## src/rtl/bellek_pkg.sv

```systemverilog
// -----------------------------------------------------------------------------
// bellek_pkg
// Shared encodings for the memory-port arbiter (bellek_hakemi) and its grant
// picker (hakem_secici).
//   durum_t     : arbiter FSM states (idle / request / finish)
//   HIBE_*      : grant encodings, also the one-hot grant vector layout
//   SAYAC_W     : width of the optional handshake watchdog counter
// -----------------------------------------------------------------------------
package bellek_pkg;

  typedef enum logic [1:0] {
    BOSTA = 2'b00,
    ISTEK = 2'b01,
    BITIR = 2'b11
  } durum_t;

  localparam logic [1:0] HIBE_YOK    = 2'b00;
  localparam logic [1:0] HIBE_BUYRUK = 2'b01;
  localparam logic [1:0] HIBE_VERI   = 2'b10;

  localparam int SAYAC_W = 16;

endpackage

```

## src/rtl/hakem_secici.sv

```systemverilog
// -----------------------------------------------------------------------------
// hakem_secici
// Combinational grant picker between the instruction and data requesters.
// Parameters:
//   ROUND_ROBIN : 1 = on contention grant the port not granted last,
//                 0 = instruction port always wins
// Ports:
//   buyruk_valid_i : instruction request pending
//   veri_valid_i   : data request pending
//   son_veri_i     : 1 when the data port received the most recent grant
//   hibe_o         : one-hot grant (HIBE_BUYRUK / HIBE_VERI / HIBE_YOK)
// -----------------------------------------------------------------------------
module hakem_secici
  import bellek_pkg::*;
#(
  parameter int ROUND_ROBIN = 1
) (
  input  logic       buyruk_valid_i,
  input  logic       veri_valid_i,
  input  logic       son_veri_i,
  output logic [1:0] hibe_o
);

  always_comb begin
    hibe_o = HIBE_YOK;
    if (buyruk_valid_i && veri_valid_i) begin
      // Contention: fixed priority favours instructions; round-robin favours
      // whichever port lost last time.
      if ((ROUND_ROBIN == 0) || son_veri_i) begin
        hibe_o = HIBE_BUYRUK;
      end else begin
        hibe_o = HIBE_VERI;
      end
    end else if (buyruk_valid_i) begin
      hibe_o = HIBE_BUYRUK;
    end else if (veri_valid_i) begin
      hibe_o = HIBE_VERI;
    end
  end

endmodule

```

## src/rtl/bellek_hakemi.sv

```systemverilog
// -----------------------------------------------------------------------------
// bellek_hakemi
// Arbitrates one shared memory port between the instruction-cache miss path
// (read only) and the data load/store path (read/write). One request is
// latched at a time; the memory valid/ready handshake is driven from
// registers and the read word is returned to the winner with a one-cycle
// ready pulse.
//
// Optional feature: define BELLEK_HAKEMI_TIMEOUT_EN to add a watchdog on the
// memory handshake. After TIMEOUT_CYCLES cycles in ISTEK without mem_ready_i
// the request is abandoned, data 0 is returned and hata_o is raised together
// with the ready pulse.
//
// Ports:
//   clk, rst                 : clock (rising edge), async active-high reset
//   buyruk_valid_i/addr_i    : instruction fetch request
//   buyruk_ready_o/data_o    : instruction completion pulse and fetched word
//   veri_valid_i/addr_i/wdata_i/wstrb_i : data request (wstrb 0 = read)
//   veri_ready_o/data_o      : data completion pulse and load word
//   mem_valid_o/addr_o/wdata_o/wstrb_o  : latched request to memory
//   mem_ready_i/rdata_i      : memory completion and read data
//   hibe_o                   : current grant (01 instr, 10 data, 00 none)
//   hata_o                   : watchdog expiry flag (only with the macro)
//   mesgul_o                 : high whenever the FSM is not idle
// -----------------------------------------------------------------------------
module bellek_hakemi
  import bellek_pkg::*;
#(
  parameter int ADDR_W         = 32,
  parameter int DATA_W         = 32,
  parameter int ROUND_ROBIN    = 1,
  parameter int TIMEOUT_CYCLES = 255
) (
  input  logic                  clk,
  input  logic                  rst,
  input  logic                  buyruk_valid_i,
  input  logic [ADDR_W-1:0]     buyruk_addr_i,
  output logic                  buyruk_ready_o,
  output logic [DATA_W-1:0]     buyruk_data_o,
  input  logic                  veri_valid_i,
  input  logic [ADDR_W-1:0]     veri_addr_i,
  input  logic [DATA_W-1:0]     veri_wdata_i,
  input  logic [DATA_W/8-1:0]   veri_wstrb_i,
  output logic                  veri_ready_o,
  output logic [DATA_W-1:0]     veri_data_o,
  output logic                  mem_valid_o,
  output logic [ADDR_W-1:0]     mem_addr_o,
  output logic [DATA_W-1:0]     mem_wdata_o,
  output logic [DATA_W/8-1:0]   mem_wstrb_o,
  input  logic                  mem_ready_i,
  input  logic [DATA_W-1:0]     mem_rdata_i,
  output logic [1:0]            hibe_o,
`ifdef BELLEK_HAKEMI_TIMEOUT_EN
  output logic                  hata_o,
`endif
  output logic                  mesgul_o
);

  durum_t                durum_q;
  logic [1:0]            hibe_q;
  logic                  son_veri_q;
  logic                  mem_valid_q;
  logic [ADDR_W-1:0]     mem_addr_q;
  logic [DATA_W-1:0]     mem_wdata_q;
  logic [DATA_W/8-1:0]   mem_wstrb_q;
  logic                  buyruk_ready_q;
  logic                  veri_ready_q;
  logic [DATA_W-1:0]     buyruk_data_q;
  logic [DATA_W-1:0]     veri_data_q;

  logic [1:0]            secim_d;
  logic                  zaman_asimi_d;
  logic                  bitti_d;
  logic [DATA_W-1:0]     yanit_d;

  hakem_secici #(
    .ROUND_ROBIN (ROUND_ROBIN)
  ) u_secici (
    .buyruk_valid_i (buyruk_valid_i),
    .veri_valid_i   (veri_valid_i),
    .son_veri_i     (son_veri_q),
    .hibe_o         (secim_d)
  );

`ifdef BELLEK_HAKEMI_TIMEOUT_EN
  logic [SAYAC_W-1:0] sayac_q;
  logic               hata_q;

  // Counter starts at 0 in the first ISTEK cycle, so expiry after
  // TIMEOUT_CYCLES cycles is the cycle where it holds TIMEOUT_CYCLES-1.
  assign zaman_asimi_d = !mem_ready_i &&
                         (sayac_q == SAYAC_W'(TIMEOUT_CYCLES - 1));
  assign hata_o        = hata_q;
`else
  logic unused_zaman_asimi;
  assign unused_zaman_asimi = ^TIMEOUT_CYCLES;
  assign zaman_asimi_d      = 1'b0;
`endif

  // An abandoned (timed-out) request returns zero instead of bus garbage.
  assign bitti_d = mem_ready_i | zaman_asimi_d;
  assign yanit_d = mem_ready_i ? mem_rdata_i : '0;

  always_ff @(posedge clk or posedge rst) begin
    if (rst) begin
      durum_q        <= BOSTA;
      hibe_q         <= HIBE_YOK;
      son_veri_q     <= 1'b1;  // "last = data" so instructions win first
      mem_valid_q    <= 1'b0;
      mem_addr_q     <= '0;
      mem_wdata_q    <= '0;
      mem_wstrb_q    <= '0;
      buyruk_ready_q <= 1'b0;
      veri_ready_q   <= 1'b0;
      buyruk_data_q  <= '0;
      veri_data_q    <= '0;
`ifdef BELLEK_HAKEMI_TIMEOUT_EN
      sayac_q        <= '0;
      hata_q         <= 1'b0;
`endif
    end else begin
      case (durum_q)
        BOSTA: begin
          if (secim_d != HIBE_YOK) begin
            hibe_q      <= secim_d;
            mem_valid_q <= 1'b1;
            if (secim_d == HIBE_VERI) begin
              mem_addr_q  <= veri_addr_i;
              mem_wdata_q <= veri_wdata_i;
              mem_wstrb_q <= veri_wstrb_i;
            end else begin
              mem_addr_q  <= buyruk_addr_i;
              mem_wdata_q <= '0;
              mem_wstrb_q <= '0;
            end
`ifdef BELLEK_HAKEMI_TIMEOUT_EN
            sayac_q     <= '0;
`endif
            durum_q     <= ISTEK;
          end
        end
        ISTEK: begin
          if (bitti_d) begin
            if (hibe_q == HIBE_VERI) begin
              veri_data_q  <= yanit_d;
              veri_ready_q <= 1'b1;
            end else begin
              buyruk_data_q  <= yanit_d;
              buyruk_ready_q <= 1'b1;
            end
            mem_valid_q <= 1'b0;
            son_veri_q  <= (hibe_q == HIBE_VERI);
`ifdef BELLEK_HAKEMI_TIMEOUT_EN
            hata_q      <= zaman_asimi_d;
`endif
            durum_q     <= BITIR;
          end
`ifdef BELLEK_HAKEMI_TIMEOUT_EN
          else begin
            sayac_q <= sayac_q + 1'b1;
          end
`endif
        end
        BITIR: begin
          buyruk_ready_q <= 1'b0;
          veri_ready_q   <= 1'b0;
          hibe_q         <= HIBE_YOK;
`ifdef BELLEK_HAKEMI_TIMEOUT_EN
          hata_q         <= 1'b0;
`endif
          durum_q        <= BOSTA;
        end
        default: durum_q <= BOSTA;
      endcase
    end
  end

  assign buyruk_ready_o = buyruk_ready_q;
  assign buyruk_data_o  = buyruk_data_q;
  assign veri_ready_o   = veri_ready_q;
  assign veri_data_o    = veri_data_q;
  assign mem_valid_o    = mem_valid_q;
  assign mem_addr_o     = mem_addr_q;
  assign mem_wdata_o    = mem_wdata_q;
  assign mem_wstrb_o    = mem_wstrb_q;
  assign hibe_o         = hibe_q;
  assign mesgul_o       = (durum_q != BOSTA);

endmodule

```

## config.mk

```make
export PLATFORM = sky130hd
export DESIGN_NAME = bellek_hakemi
export DESIGN_NICKNAME = d
export VERILOG_FILES = /design/src/rtl/bellek_pkg.sv /design/src/rtl/hakem_secici.sv /design/src/rtl/bellek_hakemi.sv
export SDC_FILE = /design/constraint.sdc
export NUM_CORES = 1
export LEC_CHECK = 0
export ABC_AREA = 1
export CAP_MARGIN = 20
export CORE_AREA = 4 4 160 162
export CTS_BUF_LIST = sky130_fd_sc_hd__clkbuf_4 sky130_fd_sc_hd__clkbuf_8
export CTS_CLUSTER_DIAMETER = 150
export DETAILED_ROUTE_END_ITERATION = 10
export DIE_AREA = 0 0 164 166
export DONT_BUFFER_PORTS = 1
export SLEW_MARGIN = 15
export SYNTH_ARGS = -nofsm -noshare
export SYNTH_HDL_FRONTEND = slang
export SYNTH_SLANG_ARGS = --single-unit
export TNS_END_PERCENT = 100
```

## constraint.sdc

```tcl
create_clock -name clk -period 7.75 [get_ports clk]
set_clock_uncertainty 0.2 [all_clocks]
set_input_delay 1.9375 -clock clk [delete_from_list [all_inputs] [get_ports clk]]
set_output_delay 1.9375 -clock clk [all_outputs]
set_load 0.05 [all_outputs]
```

==> flow_metrics.env, run 1 <==
export IMPL_outcome="complete, no violations"
export IMPL_synth_main_ff_cell="dfrtp_1"
export IMPL_grt_max_degree=79
export IMPL_cp_data_required_time_ps=5610
export IMPL_yosysMostFrequentCell="nand2_1"
export IMPL_synthCells=710
export IMPL_relSlewSlack_pct=30.4
export IMPL_worst_slack_ps=4170
export IMPL_synth_edf_count=0
export IMPL_multi_input_area_um2=2110
export IMPL_finalHoldViolCount=0
export IMPL_final_nets=832
export IMPL_timing_fmax_mhz=279
export IMPL_cts_setup_buffers=0
export IMPL_cts_hold_buf=0
export IMPL_post_place_ws_ps=4120
export IMPL_cts_resized=0
export IMPL_first_iter_violations=352
export IMPL_die_w_um=164
export IMPL_rows=57
export IMPL_route_detailed_drc=0
export IMPL_p_switching_mw=1.96
export IMPL_clkPwrFrac_pct=19.7
export IMPL_worst_hold_path_type="reg -> reg"
export IMPL_layout_drive_gt1_share_pct=7.06
export IMPL_chipHeight_um=166
export IMPL_globalRoute_totalOverflow=0
export IMPL_coreArea_um2=24100
export IMPL_synth_fp_nets=847
export IMPL_yosysSeqAreaShare_pct=58.8
export IMPL_antenna_left=0
export IMPL_yosysTopAreaCellShare_pct=58.3
export IMPL_wl_per_cell_um=17.1
export IMPL_antenna_found_initial=0
export IMPL_cts_sinks=140
export IMPL_dieArea_um2=27200
export IMPL_grt_first_pass_wirelength_mm=26.9
export IMPL_via_count=4491
export IMPL_start_util_pct=24.7
export IMPL_crit_type="reg -> out"
export IMPL_cts_buffers=17
export IMPL_setup_violations=0
export IMPL_hpwlAfterDp_mm=12.0
export IMPL_yosys_register_bits=140
export IMPL_p_leak_nw=3.53
export IMPL_viasPerCell=4.35
export IMPL_cts_tree="built"
export IMPL_maxCapViolations=0
export IMPL_root_buffer="clkbuf_8"
export IMPL_grtUsageTotal_pct=12.7
export IMPL_yosysTopAreaCell="dfrtp_1"
export IMPL_finalInstanceArea_um2=6670
export IMPL_period_minus_slack_ps=3580
export IMPL_diodes=0
export IMPL_cts_path_max_buffers=2
export IMPL_p_per_area_nw_per_um2=524
export IMPL_ir_drop_mv=0.236
export IMPL_clock_latency_ps=430
export IMPL_portBuffers=0
export IMPL_syn2layout_area_growth_pct=11.9
export IMPL_cp_arrival_ps=1440
export IMPL_p_sw_share_pct=56.0
export IMPL_yosysWarnings=0
export IMPL_cp_max_fo=5
export IMPL_synth_avg_cell_area_um2=8.40
export IMPL_place_congestion=0.740
export IMPL_finalMaxSlewViolations=0
export IMPL_pwr_share_seq_pct=67.6
export IMPL_ys_types=19
export IMPL_syn_area_um2=5960
export IMPL_routed_wl_mm=17.6
export IMPL_clkTransAtPathRegs_ps=90
export IMPL_grt_pass1_vias=4598
export IMPL_utilization_pct=27.7
export IMPL_n_fill_cell=2626
export IMPL_rsz0062_at_grt="no"
export IMPL_fin_tns_setup_ps=0
export IMPL_first_pass_iters=4
export IMPL_end_kind="output port"
export IMPL_h_tree_depth=4
export IMPL_comb_power_share_pct=12.8
export IMPL_critPathLaunchType="register"
export IMPL_seq_area_um2=3500
export IMPL_p_int_mw=1.54
export IMPL_tightest_slew_ps=1040
export IMPL_layout_worst_path_cycle_share_pct=46.2
export IMPL_place_area_um2=6220
export IMPL_ios=275
export IMPL_ys_async_sr_fraction_pct=100
export IMPL_synthTopCellsByCount="nand2_1 (371), dfrtp_1 (139), nand3_1 (72)"
export IMPL_synth_area_leaders="dfrtp_1 (58%), nand2_1 (23%), nand3_1 (6.0%)"
placed cells by master, fill, tap and decap left out, drive strengths merged:
cell / instances
a21oi: 1
buf: 5
bufinv: 4
clkbuf: 18
clkinv: 2
clkinvlp: 3
dfrtp: 139
dfstp: 1
inv: 46
nand2: 374
nand3: 73
nand3b: 32
nor2: 7
o21ai: 3
metrics by stage:
step	total power [mW]	hold slack, ps	cells
finish	3.50	319	1032
global route	3.70	368	1032
CTS	3.56	329	1032
detailed placement	2.85	314	1000
global placement	2.83	306	1000
floorplan	2.66	260	710
path summary, 6_finish.rpt:
path | from | end | slack [ps] | depth (start not counted)
worst max-delay path | durum_q[0] | mesgul_o | 4170 | 2
worst min-delay path | durum_q[1] | durum_q[0] | 320 | 1
worst max register to register | durum_q[0] | mem_wdata_o[14] | 5160 | 5
worst min register to register | durum_q[1] | durum_q[0] | 320 | 1
max in group asynchronous | rst | mem_addr_o[29] | 4700 | 2
min in group asynchronous | rst | veri_data_o[13] | 1250 | 1
power by group through the flow:
stage               Combinational [mW]  Clock, mW  Sequential (mW)
floorplan                        0.378          0             2.28
detailed placement               0.466          0             2.39
global placement                 0.439          0             2.39
finish                           0.447      0.688             2.36
global route                     0.535      0.751             2.41
CTS                              0.461      0.717             2.38
state kept, by name (all words and copies together), names as in the netlist:
name	flops
veri_data_o	32
mem_valid_o	1
mem_wstrb_o	4
hibe_o	2
veri_ready_o	1
durum_q	2
mem_wdata_o	32
buyruk_data_o	32
mem_addr_o	32
son_veri_q	1
buyruk_ready_o	1
worst max-delay path: stages, from the launching register on:
cell and delay, ps:
dfrtp_1 500, inv_1 90, nand2_1 420
cell families (layout without fill, tap and decap cells):
group	Yosys count	after routing	synth area share, %
AND/OR/NAND/NOR	486	486	34.8
flip-flops	140	140	58.8
AO/OA/AOI/OAI	4	4	0.399
buffers and inverters	80	78	6.00
layer usage:
| metal | global-route usage [%] | routed length [um] | vias up |
|---|---|---|---|
| met5 | 0 | 0 | - |
| met4 | 3.17 | 128 | 0 |
| met3 | 6.88 | 2180 | 7 |
| met2 | 21.1 | 8340 | 202 |
| met1 | 14.2 | 7000 | 2127 |
| li1 | - | - | 2155 |
cell type report:
type | instances | share of cell area, %
repair buffers | 5 | 0.563
flip-flops and latches | 140 | 52.5
multi-input cells | 490 | 31.7
inverters | 41 | 2.38
well taps | 324 | 6.08
clock buffers | 18 | 3.71
clock inverters | 14 | 3.09
No activity file was read; power rests on OpenSTA's default activity.
==> run 2: changes to the inputs <==
- clock period: 7.75 -> 3.2 ns (I/O delays scaled with it)
==> flow_metrics.env, run 2 (same netlist as run 1, synthesis figures left out) <==
export IMPL_grt_pass1_vias=4574
export IMPL_die_w_um=164
export IMPL_rsz0062_at_grt="no"
export IMPL_cts_buffers=17
export IMPL_antenna_found_initial=0
export IMPL_grt_first_pass_wirelength_mm=26.8
export IMPL_critPathLaunchType="register"
export IMPL_finalHoldViolCount=0
export IMPL_end_kind="output port"
export IMPL_routed_wl_mm=17.7
export IMPL_tightest_slew_ps=859
export IMPL_r2r_start="hibe_o[0]"
export IMPL_final_common_cell="nand2_1"
export IMPL_layout_drive_gt1_share_pct=7.32
export IMPL_syn2layout_area_growth_pct=10.9
export IMPL_worst_slack_ps=758
export IMPL_root_buffer="clkbuf_8"
export IMPL_timing_fmax_mhz=410
export IMPL_cp_max_fo=5
export IMPL_r2r_slack_ps=1110
export IMPL_viasPerCell=4.37
export IMPL_first_iter_violations=318
export IMPL_coreArea_um2=24100
export IMPL_h_tree_depth=4
export IMPL_period_minus_slack_ps=2440
export IMPL_outcome="complete, no violations"
export IMPL_clock_latency_ps=420
export IMPL_wl_per_cell_um=17.1
export IMPL_cts_resized=0
export IMPL_hpwlAfterDp_mm=12.1
export IMPL_r2r_end="buyruk_data_o[3]"
export IMPL_maxCapViolations=0
export IMPL_via_count=4521
export IMPL_dieArea_um2=27200
export IMPL_ios=275
export IMPL_final_cells=1034
export IMPL_chipHeight_um=166
export IMPL_p_total_mw=8.10
export IMPL_rows=57
export IMPL_ir_drop_mv=0.606
export IMPL_dp_cells=1005
export IMPL_cp_arrival_ps=1440
export IMPL_worst_hold_path_type="in -> async"
export IMPL_cts_setup_buffers=0
export IMPL_route_detailed_drc=0
export IMPL_relSlewSlack_pct=42.6
export IMPL_first_pass_iters=4
export IMPL_p_per_area_nw_per_um2=1230
export IMPL_start_util_pct=24.7
export IMPL_mostFrequentLayoutCells="nand2_1 (371), dfrtp_1 (139), nand3_1 (72), inv_1 (38), nand3b_1 (32)"
export IMPL_diodes=0
export IMPL_cp_data_required_time_ps=2200
export IMPL_globalRoute_totalOverflow=0
export IMPL_cts_tree="built"
export IMPL_p_leak_nw=3.51
export IMPL_reg2regPathDepth=7
export IMPL_finalMaxSlewViolations=0
export IMPL_grtUsageTotal_pct=12.6
export IMPL_setup_violations=0
export IMPL_layout_worst_path_cycle_share_pct=76.3
export IMPL_cts_hold_buf=0
export IMPL_fin_tns_setup_ps=0
export IMPL_place_area_um2=6280
export IMPL_clkTransAtPathRegs_ps=80
export IMPL_final_nets=837
export IMPL_portBuffers=0
export IMPL_antenna_left=0
export IMPL_cts_sinks=140
export IMPL_crit_type="reg -> out"
export IMPL_post_place_ws_ps=971
export IMPL_finalInstanceArea_um2=6610
export IMPL_cts_path_max_buffers=2
export IMPL_grt_max_degree=85
export IMPL_place_congestion=0.750
-- run 2: cell count changes in the layout (fill, tap and decap cells not counted) --
cell / delta
clkinvlp_4: +1
inv_8: -1
bufinv_16: -4
clkinv_4: -2
buf_4: +3
clkinv_2: +2
buf_12: +2
inv_6: -4
clkbuf_8: +1
clkbuf_4: +4
-- run 2: critical path, stage by stage, from the launching register on --
cell and delay, ps:
dfrtp_1 490, inv_1 90, nand2_1 440
-- run 2: worst max path at each step --
stage | from | to | slack, ps
CTS | durum_q[0] | mesgul_o | 670
detailed placement | mem_ready_i | veri_data_o[30] | 970
global route | durum_q[0] | mesgul_o | 610
floorplan | rst | buyruk_data_o[0] | 450
finish | durum_q[0] | mesgul_o | 760
global placement | mem_ready_i | veri_data_o[30] | 990
-- run 2: layout make-up --
class                      count  area, um^2
inverter                      41         158
fill                        2658       17500
multi-input combinational    490        2110
clock inverter                 6        41.3
timing repair buffer          10         100
tap                          324         405
sequential                   140        3500
clock buffer                  23         292
-- run 2: per-stage QoR --
step | util (%) | hold slack (ps)
finish | 27.4 | 154
global route | 27.4 | 155
CTS | 27.4 | 164
detailed placement | 26.1 | 303
global placement | 26.1 | 304
floorplan | - | 260
-- run 2: where the power goes --
part	total (mW)	switching [mW]	leakage, nW	internal [mW]
combinational	1.15	0.746	1.59	0.401
sequential	5.69	3.23	1.75	2.46
clock	1.27	0.670	0.168	0.599
-- run 2: routing by layer --
layer	vias up	GRT usage, %	wire, um
met5	-	0	0
li1	2161	-	-
met1	2142	14.5	6770
met2	210	20.9	8550
met3	8	6.58	2240
met4	0	3.03	119
